<file path="config.mk">
export PLATFORM = sky130hd
export DESIGN_NAME = serial_link_vc_tx_scheduler
export DESIGN_NICKNAME = d
export VERILOG_FILES = /design/src/rtl/serial_link_vc_tx_scheduler.sv
export SDC_FILE = /design/constraint.sdc
export NUM_CORES = 1
export LEC_CHECK = 0
export CORE_ASPECT_RATIO = 1.25
export CORE_MARGIN = 1.5
export CORE_UTILIZATION = 54
export DETAILED_ROUTE_END_ITERATION = 10
export HOLD_SLACK_MARGIN = 0.1
export PLACE_DENSITY = 0.78
export SYNTH_ARGS = -nofsm -noshare
export SYNTH_HDL_FRONTEND = slang
export SYNTH_SLANG_ARGS = --single-unit
</file>
<file path="constraint.sdc">
create_clock -name clk_i -period 3.6 [get_ports clk_i]
set_clock_uncertainty 0.15 [all_clocks]
set_input_delay 0.54 -clock clk_i [delete_from_list [all_inputs] [get_ports clk_i]]
set_output_delay 0.54 -clock clk_i [all_outputs]
set_load 0.05 [all_outputs]
</file>
<file path="src/rtl/serial_link_vc_tx_scheduler.sv">
// rtl/serial_link_vc_tx_scheduler.sv - VC egress scheduler: credit gating, round-robin data, credit piggyback
// Optional credit flush timeout enabled by SERIAL_LINK_VC_SCHED_TIMEOUT_EN.
module serial_link_vc_tx_scheduler #(
    parameter int NumVc           = 2,
    parameter int NumCredits      = 8,
    parameter int ForceSendThresh = 4,
    parameter int CredTimeout     = 16,
    parameter int CredW           = $clog2(NumCredits + 1),
    parameter int VcW             = $clog2(NumVc)
) (
    input  logic                   clk_i,
    input  logic                   rst_ni,
    input  logic [NumVc-1:0]       vc_valid_i,
    output logic [NumVc-1:0]       vc_ready_o,
    input  logic                   cred_ret_valid_i,
    input  logic [VcW-1:0]         cred_ret_vc_i,
    input  logic [CredW-1:0]       cred_ret_cnt_i,
    input  logic [NumVc-1:0]       free_i,
    output logic                   out_valid_o,
    input  logic                   out_ready_i,
    output logic                   out_data_valid_o,
    output logic [VcW-1:0]         out_vc_o,
    output logic [VcW-1:0]         out_cred_vc_o,
    output logic [CredW-1:0]       out_cred_cnt_o,
    output logic [NumVc*CredW-1:0] tx_credit_o
);
    typedef enum logic [1:0] {StEmpty = 2'd0, StData = 2'd1, StCred = 2'd2} state_e;

    localparam logic [CredW+1:0] MaxTx   = (CredW + 2)'(NumCredits);
    localparam logic [CredW:0]   MaxPend = (CredW + 1)'(NumCredits);

    state_e           state_q, state_d;
    logic [VcW-1:0]   out_vc_q, out_vc_d;
    logic [VcW-1:0]   out_cred_vc_q, out_cred_vc_d;
    logic [CredW-1:0] out_cred_cnt_q, out_cred_cnt_d;
    logic [VcW-1:0]   rr_q, rr_d;
    logic [CredW-1:0] tx_cred_q [NumVc];
    logic [CredW-1:0] tx_cred_d [NumVc];
    logic [CredW-1:0] pend_q [NumVc];
    logic [CredW-1:0] pend_d [NumVc];
    logic [CredW-1:0] pend_eff [NumVc];
    logic [CredW-1:0] ret_cnt [NumVc];
    logic [CredW+1:0] tx_sum [NumVc];
    logic [CredW:0]   pend_sum [NumVc];
    logic [NumVc-1:0] data_here, cred_here, elig, cred_ovf;
    logic             hs, load, any_elig, to_fire;
    logic [VcW-1:0]   winner, winner_inc, sel_vc, idx;
    logic [CredW-1:0] maxpend;

    assign hs   = (state_q != StEmpty) && out_ready_i;
    assign load = (state_q == StEmpty) || hs;

    // A held data flit has already claimed one remote slot; pend_eff drops credits leaving this cycle.
    always_comb begin
        data_here = '0;
        cred_here = '0;
        elig      = '0;
        cred_ovf  = '0;
        pend_eff  = '{default: '0};
        ret_cnt   = '{default: '0};
        tx_sum    = '{default: '0};
        pend_sum  = '{default: '0};
        tx_cred_d = '{default: '0};
        pend_d    = '{default: '0};
        for (int v = 0; v < NumVc; v++) begin
            data_here[v] = (state_q == StData) && (out_vc_q == VcW'(v));
            cred_here[v] = hs && (out_cred_vc_q == VcW'(v));
            elig[v]      = vc_valid_i[v] && (tx_cred_q[v] != '0)
                           && !(data_here[v] && (tx_cred_q[v] == CredW'(1)));
            pend_eff[v]  = cred_here[v] ? (pend_q[v] - out_cred_cnt_q) : pend_q[v];
            ret_cnt[v]   = (cred_ret_valid_i && (cred_ret_vc_i == VcW'(v))) ? cred_ret_cnt_i : '0;
            tx_sum[v]    = {2'b00, tx_cred_q[v]} + {2'b00, ret_cnt[v]}
                           - (CredW + 2)'(hs && data_here[v]);
            pend_sum[v]  = {1'b0, pend_eff[v]} + (CredW + 1)'(free_i[v]);
            if (tx_sum[v] > MaxTx) begin
                tx_cred_d[v] = CredW'(NumCredits);
                cred_ovf[v]  = 1'b1;
            end else begin
                tx_cred_d[v] = tx_sum[v][CredW-1:0];
            end
            if (pend_sum[v] > MaxPend) begin
                pend_d[v] = CredW'(NumCredits);
            end else begin
                pend_d[v] = pend_sum[v][CredW-1:0];
            end
        end
    end

    always_comb begin
        any_elig = 1'b0;
        winner   = rr_q;
        idx      = '0;
        for (int i = 0; i < NumVc; i++) begin
            idx = VcW'((int'(rr_q) + i) % NumVc);
            if (!any_elig && elig[idx]) begin
                any_elig = 1'b1;
                winner   = idx;
            end
        end
        winner_inc = (winner == VcW'(NumVc - 1)) ? '0 : winner + VcW'(1);
        sel_vc  = '0;
        maxpend = pend_eff[0];
        for (int v = 1; v < NumVc; v++) begin
            if (pend_eff[v] > maxpend) begin
                maxpend = pend_eff[v];
                sel_vc  = VcW'(v);
            end
        end
    end

`ifdef SERIAL_LINK_VC_SCHED_TIMEOUT_EN
    localparam int ToW = $clog2(CredTimeout + 1);
    logic [ToW-1:0] to_cnt_q, to_cnt_d;

    assign to_fire = (to_cnt_q == ToW'(CredTimeout - 1));

    always_comb begin
        to_cnt_d = to_cnt_q;
        if ((maxpend == '0) || (hs && (out_cred_cnt_q != '0))) begin
            to_cnt_d = '0;
        end else if (!to_fire) begin
            to_cnt_d = to_cnt_q + ToW'(1);
        end
    end

    always_ff @(posedge clk_i) begin
        if (!rst_ni) begin
            to_cnt_q <= '0;
        end else begin
            to_cnt_q <= to_cnt_d;
        end
    end
`else
    assign to_fire = 1'b0;
`endif

    always_ff @(posedge clk_i) begin
        if (!rst_ni) begin
            state_q        <= StEmpty;
            out_vc_q       <= '0;
            out_cred_vc_q  <= '0;
            out_cred_cnt_q <= '0;
            rr_q           <= '0;
            for (int v = 0; v < NumVc; v++) begin
                tx_cred_q[v] <= CredW'(NumCredits);
                pend_q[v]    <= '0;
            end
        end else begin
            state_q        <= state_d;
            out_vc_q       <= out_vc_d;
            out_cred_vc_q  <= out_cred_vc_d;
            out_cred_cnt_q <= out_cred_cnt_d;
            rr_q           <= rr_d;
            for (int v = 0; v < NumVc; v++) begin
                tx_cred_q[v] <= tx_cred_d[v];
                pend_q[v]    <= pend_d[v];
            end
        end
    end

    always_comb begin
        state_d        = state_q;
        out_vc_d       = out_vc_q;
        out_cred_vc_d  = out_cred_vc_q;
        out_cred_cnt_d = out_cred_cnt_q;
        rr_d           = rr_q;
        if (load) begin
            if (any_elig) begin
                state_d        = StData;
                out_vc_d       = winner;
                out_cred_vc_d  = sel_vc;
                out_cred_cnt_d = maxpend;
                rr_d           = winner_inc;
            end else if ((maxpend >= CredW'(ForceSendThresh)) || to_fire) begin
                state_d        = StCred;
                out_cred_vc_d  = sel_vc;
                out_cred_cnt_d = maxpend;
            end else begin
                state_d = StEmpty;
            end
        end
    end

    always_comb begin
        vc_ready_o = '0;
        if (load && any_elig) begin
            vc_ready_o[winner] = 1'b1;
        end
        out_valid_o      = (state_q != StEmpty);
        out_data_valid_o = (state_q == StData);
        out_vc_o         = out_vc_q;
        out_cred_vc_o    = out_cred_vc_q;
        out_cred_cnt_o   = out_cred_cnt_q;
        tx_credit_o      = '0;
        for (int v = 0; v < NumVc; v++) begin
            tx_credit_o[v*CredW +: CredW] = tx_cred_q[v];
        end
    end

    assert property (@(posedge clk_i) disable iff (!rst_ni) cred_ovf == '0);

endmodule

</file>
Word-level counts from Yosys, hierarchy flattened
Memory sizes are Yosys's and may differ from the RTL's.
Index checks and enable logic that the tools add are counted.

storage, ports and cells
  register bits = 9
  RAM bits = 16
  bits of input ports = 13
  word-level logic and storage cells = 99
  memories kept = 2

operators by class
  add/sub/neg operators = 10
  $lt $le $gt $ge = 10
  eq/ne operators = 3
  muxes and demuxes = 33
  bitwise operators = 7
  reduce and logical (&&, ||, !) cells = 29

memories
  name       depth  width  read ports  clocked after memory_dff  write ports  RTL line  RTL
  pend_q     2      4      2           0                         2            39        logic [CredW-1:0] pend_q [NumVc];
  tx_cred_q  2      4      2           0                         2            37        logic [CredW-1:0] tx_cred_q [NumVc];

operators with widths
  cell                                                               count
  2-to-1 mux 4 bit                                                   15
  logical AND 1 bit                                                  18
  2-to-1 mux 1 bit                                                   14
  greater-than comparator 6 x 4 -> 1 bit, second input constant      2
  subtractor 5 x 1 -> 6 bit                                          2
  adder 4 x 1 -> 5 bit                                               2
  adder 4 x 4 -> 5 bit                                               2
  greater-than comparator 5 x 4 -> 1 bit, second input constant      2
  == test 4 x 1 -> 1 bit, second input constant                      2
  nonzero test 4 bit                                                 2
  subtractor 4 bit                                                   2
  < comparator 1 x 2 -> 1 bit, second input constant                 3
  2-to-1 mux 2 bit                                                   3
  greater-or-equal comparator 4 x 3 -> 1 bit, second input constant  1
  greater-than comparator 4 bit                                      1
  bitwise OR 1 bit                                                   4
  AND reduction 2 bit                                                2
  nonzero test 2 bit                                                 2
  logical NOT 1 bit                                                  3
  NOT 1 bit                                                          3
  adder 1 bit, second input constant                                 2
  == test 2 x 1 -> 1 bit, second input constant                      1
  logical NOT 2 bit                                                  1
  demux 1 bit (select 1 bit)                                         1
  2 further kinds                                                    2

Depth between registers and ports, before layout
Gate-level depths: netlist of run 1.

  word-level depth = 16
  depth in mapped cells = 13
  mapped depth without buffers = 13

Worst setup path before layout of run 1
Ideal clock, no wire load.

  path kind = flip-flop to flip-flop
  start point = register out_cred_cnt_q[0], in the netlist out_cred_cnt_o[0]
  end point = register out_cred_vc_q, in the netlist out_cred_vc_o
  library setup time = 0.128 ns
  arrival = 3.046 ns
  required time = 3.322 ns
  setup slack = 0.276 ns
  cell stages (with the launch flop) = 12
  buffers on the path = 0
  cells stage by stage = dfxtp_1 ha_1 inv_1 fa_1 mux2_2 ha_1 a21oi_1 a21oi_1 maj3_1 maj3_1 mux2i_1 nor2_1

between the ends
  word-level cells in the longest chain between the ends = 7
  elaborated cells between the ends (all ways) = 12

RTL lines
  element                                     RTL line  RTL
  from (decl)                                 35        logic [CredW-1:0] out_cred_cnt_q, out_cred_cnt_d;
  from (signal assigned)                      152       out_cred_cnt_q <= out_cred_cnt_d;
  subtractor 4 bit                            70        pend_eff[v] = cred_here[v] ? (pend_q[v] - out_cred_cnt_q) : pend_q[v];
  2-to-1 mux 4 bit                            70
  greater-than comparator 4 bit               104       if (pend_eff[v] > maxpend) begin
  2-to-1 mux 4 bit                            104
  greater-or-equal comparator 4 x 3 -> 1 bit  174       end else if ((maxpend >= CredW'(ForceSendThresh)) || to_fire) begin
  nonzero test 2 bit (no source line)         n/a
  AND reduction 2 bit (no source line)        n/a
  to (signal assigned)                        151       out_cred_vc_q <= out_cred_vc_d;
  to (decl)                                   34        logic [VcW-1:0] out_cred_vc_q, out_cred_vc_d;

Parallel ways exist; a longest one is shown, timed or not. The select of a mux whose other input is x is not followed.
A chain may end at the register's enable or synchronous reset.

Worst setup path in the final report of run 1
  start point = input out_ready_i
  end point = output vc_ready_o[1]

between the ends
  word-level cells in the longest chain between the ends = 4

RTL lines
  element            RTL line  RTL
  from (decl)        20        input logic out_ready_i,
  logical AND 1 bit  50        assign hs = (state_q != StEmpty) && out_ready_i;
  logical OR 1 bit   51        assign load = (state_q == StEmpty) || hs;
  logical AND 1 bit  186       if (load && any_elig) begin
  2-to-1 mux 2 bit   186
  to (decl)          14        output logic [NumVc-1:0] vc_ready_o,

Every way passes these cells.

==> results of run 1 <==
## power by group
part           switching [mW]  leakage [nW]  internal [mW]
logic                   0.655         0.883          0.467
registers              0.0630         0.205          0.345
clock network          0.0897        0.0228         0.0792
## per-stage QoR
step | util (%) | power [mW] | hold WS (ns) | area, um2 | std cells
floorplan | - | 1.24 | 0.322 | 2000 | 246
global placement | 67.6 | 1.51 | 0.321 | 2380 | 318
detailed placement | 67.6 | 1.53 | 0.331 | 2380 | 318
CTS | 68.9 | 1.71 | 0.345 | 2420 | 322
global route | 68.9 | 1.86 | 0.409 | 2420 | 322
finish | 68.9 | 1.70 | 0.341 | 2420 | 322
## cell families after synthesis
group | after synthesis | synth area share, %
AO/OA/AOI/OAI | 49 | 16.6
adder cells (fa/ha/maj) | 34 | 22.6
buffers and inverters | 43 | 8.21
XOR/XNOR | 10 | 4.76
multiplexers | 8 | 4.26
flip-flops | 25 | 25.1
AND/OR/NAND/NOR | 77 | 18.5
## state kept, by name (all words and copies together) (netlist names)
| name | flops |
|---|---|
| pend_q | 8 |
| tx_cred_q | 8 |
| out_cred_cnt_o | 4 |
| state_q | 2 |
| out_cred_vc_o | 1 |
| out_vc_o | 1 |
| rr_q | 1 |
## metal layers
metal	vias to the layer above	wire, um
met4	0	112
met3	9	155
li1	921	-
met5	-	0
met1	804	1750
met2	38	2070
## critical path: cells and delay by family
kind,cells,cell delay [ns]
buffers and inverters,3,1.61
AOI/OAI and AO/OA,1,0.16
and+or+nand+nor,2,0.19
## Yosys cell counts, drive strengths merged
library cell / number
inv: 40
ha: 28
nor2: 26
dfxtp: 25
a21oi: 20
nand2: 15
nand3: 10
o21ai: 9
and3: 7
a21o: 5
and2: 5
nor3: 5
xnor2: 5
xor2: 5
fa: 4
mux2: 4
mux2i: 4
buf: 2
maj3: 2
o211ai: 2
o22ai: 2
o41a: 2
o41ai: 2
or2: 2
or3: 2
a211oi: 1
a31oi: 1
a32oi: 1
a41o: 1
and2b: 1
clkbuf: 1
nand2b: 1
nand3b: 1
nor2b: 1
o21a: 1
o311ai: 1
o31ai: 1
or4: 1
## final cells by class
type | count | area share [%]
Clock buffer | 4 | 1.86
Inverter | 40 | 6.20
Timing Repair Buffer | 36 | 14.3
Tap cell | 39 | 2.02
Multi-Input combinational cell | 178 | 55.0
Sequential cell | 25 | 20.7
## worst min-delay path by stage
| stage | from | end | slack [ns] | cells past startpoint |
|---|---|---|---|---|
| 2_1_floorplan | rr_q | rr_q | 0.32 | 2 |
| 3_3_place_gp | out_cred_cnt_o[2] | out_cred_cnt_o[2] | 0.32 | 2 |
| 3_5_place_dp | out_cred_cnt_o[2] | out_cred_cnt_o[2] | 0.33 | 2 |
| 4_1_cts | out_cred_cnt_o[2] | out_cred_cnt_o[2] | 0.34 | 2 |
| 5_1_grt | out_cred_cnt_o[2] | out_cred_cnt_o[2] | 0.41 | 2 |
| 6_report | out_cred_cnt_o[2] | out_cred_cnt_o[2] | 0.34 | 2 |
==> flow_metrics.tcl, run 1 <==
set metrics [dict create \
    use_met2_pct 39.5 \
    cts_buffer_depth 2 \
    grt_pass1_wl_mm 7.09 \
    finalCritPeriodShare_pct 88.8 \
    grtUsageMet3_pct 3.66 \
    cp_max_fo 5 \
    max_slew_margin_pct 65.4 \
    yosys.area.top_type "dfxtp_1" \
    ys_ff_latch 25 \
    most-common-layout-cells "40 x inv_1, 30 x clkdlybuf4s50_1, 28 x ha_1" \
    slowest_delay_ns 0.84 \
    p_leak_nw 1.11 \
    max_freq_ghz 0.313 \
    holdBufCountCts 0 \
    post-cts-setup-buffers 0 \
    final_common_cell "inv_1" \
    clock-sinks 25 \
    syn_inst 246 \
    critPathLaunch "out_ready_i" \
    vias 1772 \
    crit_chain "clkdlybuf4s50_1, inv_1, nand2_1, nand2_1, a21oi_1, clkdlybuf4s50_1" \
    cts_tree "yes" \
    ff_latch_area_um2 500 \
    pre_cts_slack_ns 0.105 \
    finalHoldViolations 0 \
    port_buffers 30 \
    start_util_pct 56.8 \
    yosysUniqueCellTypes 44 \
    period_minus_slack_ns 3.20 \
    ctsResizeCount 0 \
    first_iter_violations 33 \
    synth.area.top_cells "dfxtp_1 25%, ha_1 18%, inv_1 7.5%" \
    worst_slack_ns 0.405 \
    top_usage_layer "met2" \
    route.detailed.drc 0 \
    setup_viol 0 \
    synth.avg_cell_area_um2 8.11 \
    synthToLayoutAreaGrowth_pct 21.3 \
    grt_setup_unrepaired "false" \
    cp-endpoint "vc_ready_o[1]" \
    max-cap-violations 0 \
    drtAntennaViolNets 0 \
    synth_area_um2 2000 \
    die_y_um 71.0 \
    required_ns 2.91 \
    syn_nets 291 \
    crit_arrival_ns 2.51 \
    critPathSlowestCell "clkdlybuf4s50_1" \
    reg2reg_to "out_cred_vc_o" \
    endpoint_kind "output pin" \
    tightest_slew_ns 0.518 \
    num_rows 24 \
    root_buffer "clkbuf_8" \
    cellPowerDensity_nw_per_um2 702 \
    drive_gt1_share_pct 7.07 \
    diodes 0 \
    ios 31 \
    use_met1_pct 24.2 \
    r2r-start "out_cred_cnt_o[0]" \
    ir_drop_mv 0.482 \
    multi_input_area_um2 1330 \
    post_drt_wl_per_cell_um 12.7 \
    grt_pass1_vias 1732 \
    antenna_found_initial 0 \
    gp_congestion 0.813 \
    timing.final.max_slew_violations 0 \
    tns_ns 0 \
    synth_top_area_share_pct 25.1 \
    firstDrtPassIters 4 \
    ys_seq_area_share_pct 25.1 \
    floorplan.core_area_um2 3510 \
    dpl.hpwl_mm 3.39 \
    status "complete, no violations" \
    dieArea_um2 4070 \
    reg2regPathDepth 11 \
    vias_per_cell 5.50 \
    nNetsFinal 329 \
    fillers 306 \
    critPathLaunchType "input pin" \
    hold_path.class "reg2reg" \
    grt_max_degree 14 \
    ys_warn_count 0 \
    path_clk_slew_ns 0.09 \
    grt-ovfl-total 0 \
    rrSetupSlack_ns 0.48 \
    cts_max_level 1 \
    path_class "in2out" \
    clk_latency_ns 0.27 \
    numCtsBuffers 3 \
    die_x_um 57.4 \
    drt-total-wl_mm 4.08 \
    grt_usage_pct 22.1 \
]
(Power assumes the default switching activity.)
==> inputs of run 2 (changes only) <==
--- a/config.mk
+++ b/config.mk
@@ -11,6 +11,7 @@
 export DETAILED_ROUTE_END_ITERATION = 10
 export HOLD_SLACK_MARGIN = 0.1
 export PLACE_DENSITY = 0.78
+export SLEW_MARGIN = 20
 export SYNTH_ARGS = -nofsm -noshare
 export SYNTH_HDL_FRONTEND = slang
 export SYNTH_SLANG_ARGS = --single-unit
==> results of run 2 <==
Final layout, timing and power as in run 1 (identical DEF).
==> inputs of run 3 (changes only) <==
--- a/config.mk
+++ b/config.mk
@@ -9,8 +9,9 @@
 export CORE_MARGIN = 1.5
 export CORE_UTILIZATION = 54
 export DETAILED_ROUTE_END_ITERATION = 10
-export HOLD_SLACK_MARGIN = 0.1
+export HOLD_SLACK_MARGIN = 0.08
 export PLACE_DENSITY = 0.78
+export SETUP_SLACK_MARGIN = 0.3
 export SLEW_MARGIN = 20
 export SYNTH_ARGS = -nofsm -noshare
 export SYNTH_HDL_FRONTEND = slang
==> flow_metrics.tcl, run 3 (same netlist as run 1, synthesis figures left out) <==
set metrics [dict create \
    grt_pass1_vias 1751 \
    drt-total-wl_mm 4.24 \
    hold_path.class "reg2reg" \
    crit_chain "and2b_1, a21oi_1, o41a_1, nand2_1, a21oi_1, clkdlybuf4s50_1" \
    gp_congestion 0.800 \
    p_comb_share_pct 65.9 \
    required_ns 2.91 \
    path_class "reg2out" \
    critPathSlowestCell "clkdlybuf4s50_1" \
    cp_max_fo 5 \
    clock-sinks 25 \
    path_common_cell "a21oi_1" \
    cellPowerDensity_nw_per_um2 698 \
    crit_family "buffers and inverters" \
    max_slew_margin_pct 64.8 \
    sw_frac_of_total_pct 47.5 \
    start_util_pct 56.8 \
    dpl.hpwl_mm 3.51 \
    tightest_slew_ns 0.527 \
    p_leak_nw 1.14 \
    cts_buffer_depth 2 \
    crit_arrival_ns 2.46 \
    ir_drop_mv 0.481 \
    nNetsFinal 330 \
    endpoint_kind "output pin" \
    grt_usage_pct 22.7 \
    grt_pass1_wl_mm 7.32 \
    final_common_cell "inv_1" \
    first_iter_violations 47 \
    synthToLayoutAreaGrowth_pct 22.1 \
    diodes 0 \
    numCtsBuffers 3 \
    finalCritPeriodShare_pct 87.4 \
    timing.final.max_slew_violations 0 \
    top_layer_used "met4" \
    cts_tree "yes" \
    vias_per_cell 5.39 \
    die_x_um 57.4 \
    max-cap-violations 0 \
    antenna_found_initial 0 \
    most-common-layout-cells "40 x inv_1, 28 x ha_1, 28 x clkdlybuf4s50_1" \
    grt_max_degree 14 \
    root_buffer "clkbuf_8" \
    floorplan.core_area_um2 3510 \
    clockPowerShare_pct 10.0 \
    drtAntennaViolNets 0 \
    ctsResizeCount 0 \
    post_drt_wl_per_cell_um 13.1 \
    wl_met1_mm 1.74 \
    post-place-cells 319 \
    drive_gt1_share_pct 8.10 \
    critPathLaunchType "flip-flop" \
    period_minus_slack_ns 3.15 \
    post-cts-setup-buffers 0 \
    grt-ovfl-total 0 \
    fillers 302 \
    ios 31 \
    max_freq_ghz 0.318 \
    holdBufCountCts 0 \
    clk_latency_ns 0.27 \
    p_seq_share_pct 24.2 \
    switching_power_mw 0.807 \
    cts_max_level 1 \
    finalHoldViolations 0 \
    status "complete, no violations" \
    firstDrtPassIters 4 \
    p_int_mw 0.892 \
    tns_ns 0 \
    num_rows 24 \
    met3_length_um 188 \
    wl_met2_mm 2.22 \
    cp_num_buf_inv 1 \
    setup_viol 0 \
    dieArea_um2 4070 \
    vias 1740 \
    grt_setup_unrepaired "true" \
    port_buffers 30 \
    die_y_um 71.0 \
    path_clk_slew_ns 0.09 \
    route.detailed.drc 0 \
    stdcell_count 323 \
    slowest_delay_ns 0.82 \
]
==> run 3: layer usage <==
| layer | up-vias | global-route usage (%) |
|---|---|---|
| met5 | - | 0 |
| met3 | 7 | 4.20 |
| li1 | 912 | - |
| met4 | 0 | 8.53 |
| met2 | 38 | 42.0 |
| met1 | 783 | 25.0 |
==> run 3: power groups by stage <==
stage	Clock (mW)	Sequential [mW]	Combinational, mW
floorplan	0	0.532	0.709
finish	0.169	0.411	1.12
CTS	0.176	0.411	1.13
global placement	0	0.418	1.09
global route	0.184	0.419	1.27
detailed placement	0	0.417	1.12
==> run 3: worst min-delay path, cell delays in order, from the launching register on <==
cell	delay, ns
dfxtp_1	0.33
nand3_1	0.06
o31ai_1	0.05
==> run 3: path summary, 6_finish.rpt <==
kind / startpoint / endpoint / slack (ns) / cells after the start
setup / recovery: state_q[1] / vc_ready_o[0] / 0.45 / 6
hold reg to reg: out_cred_cnt_o[2] / out_cred_cnt_o[2] / 0.34 / 2
setup reg to reg: pend_q[0][4] / out_cred_vc_o / 0.52 / 12
hold / removal: out_cred_cnt_o[2] / out_cred_cnt_o[2] / 0.34 / 2
==> run 3: area by class of cell <==
cell class	instances	area [um2]	share of cell area, %
inverters	40	150	6.16
clock buffers	4	45.0	1.85
repair buffers	37	358	14.7
multi-input cells	178	1330	54.6
well taps	39	48.8	2.00
flip-flops and latches	25	503	20.6
==> run 3: through the flow <==
step	instance area [um2]	total power [mW]	worst slack [ns]	utilization (%)	hold slack, ns
after floorplan	2000	1.24	0.473	-	0.322
after global placement	2390	1.51	0.162	67.9	0.320
after detailed placement	2390	1.54	0.131	67.9	0.325
after CTS	2430	1.71	0.405	69.2	0.342
after global routing	2440	1.87	0.297	69.3	0.386
final	2440	1.70	0.453	69.3	0.338
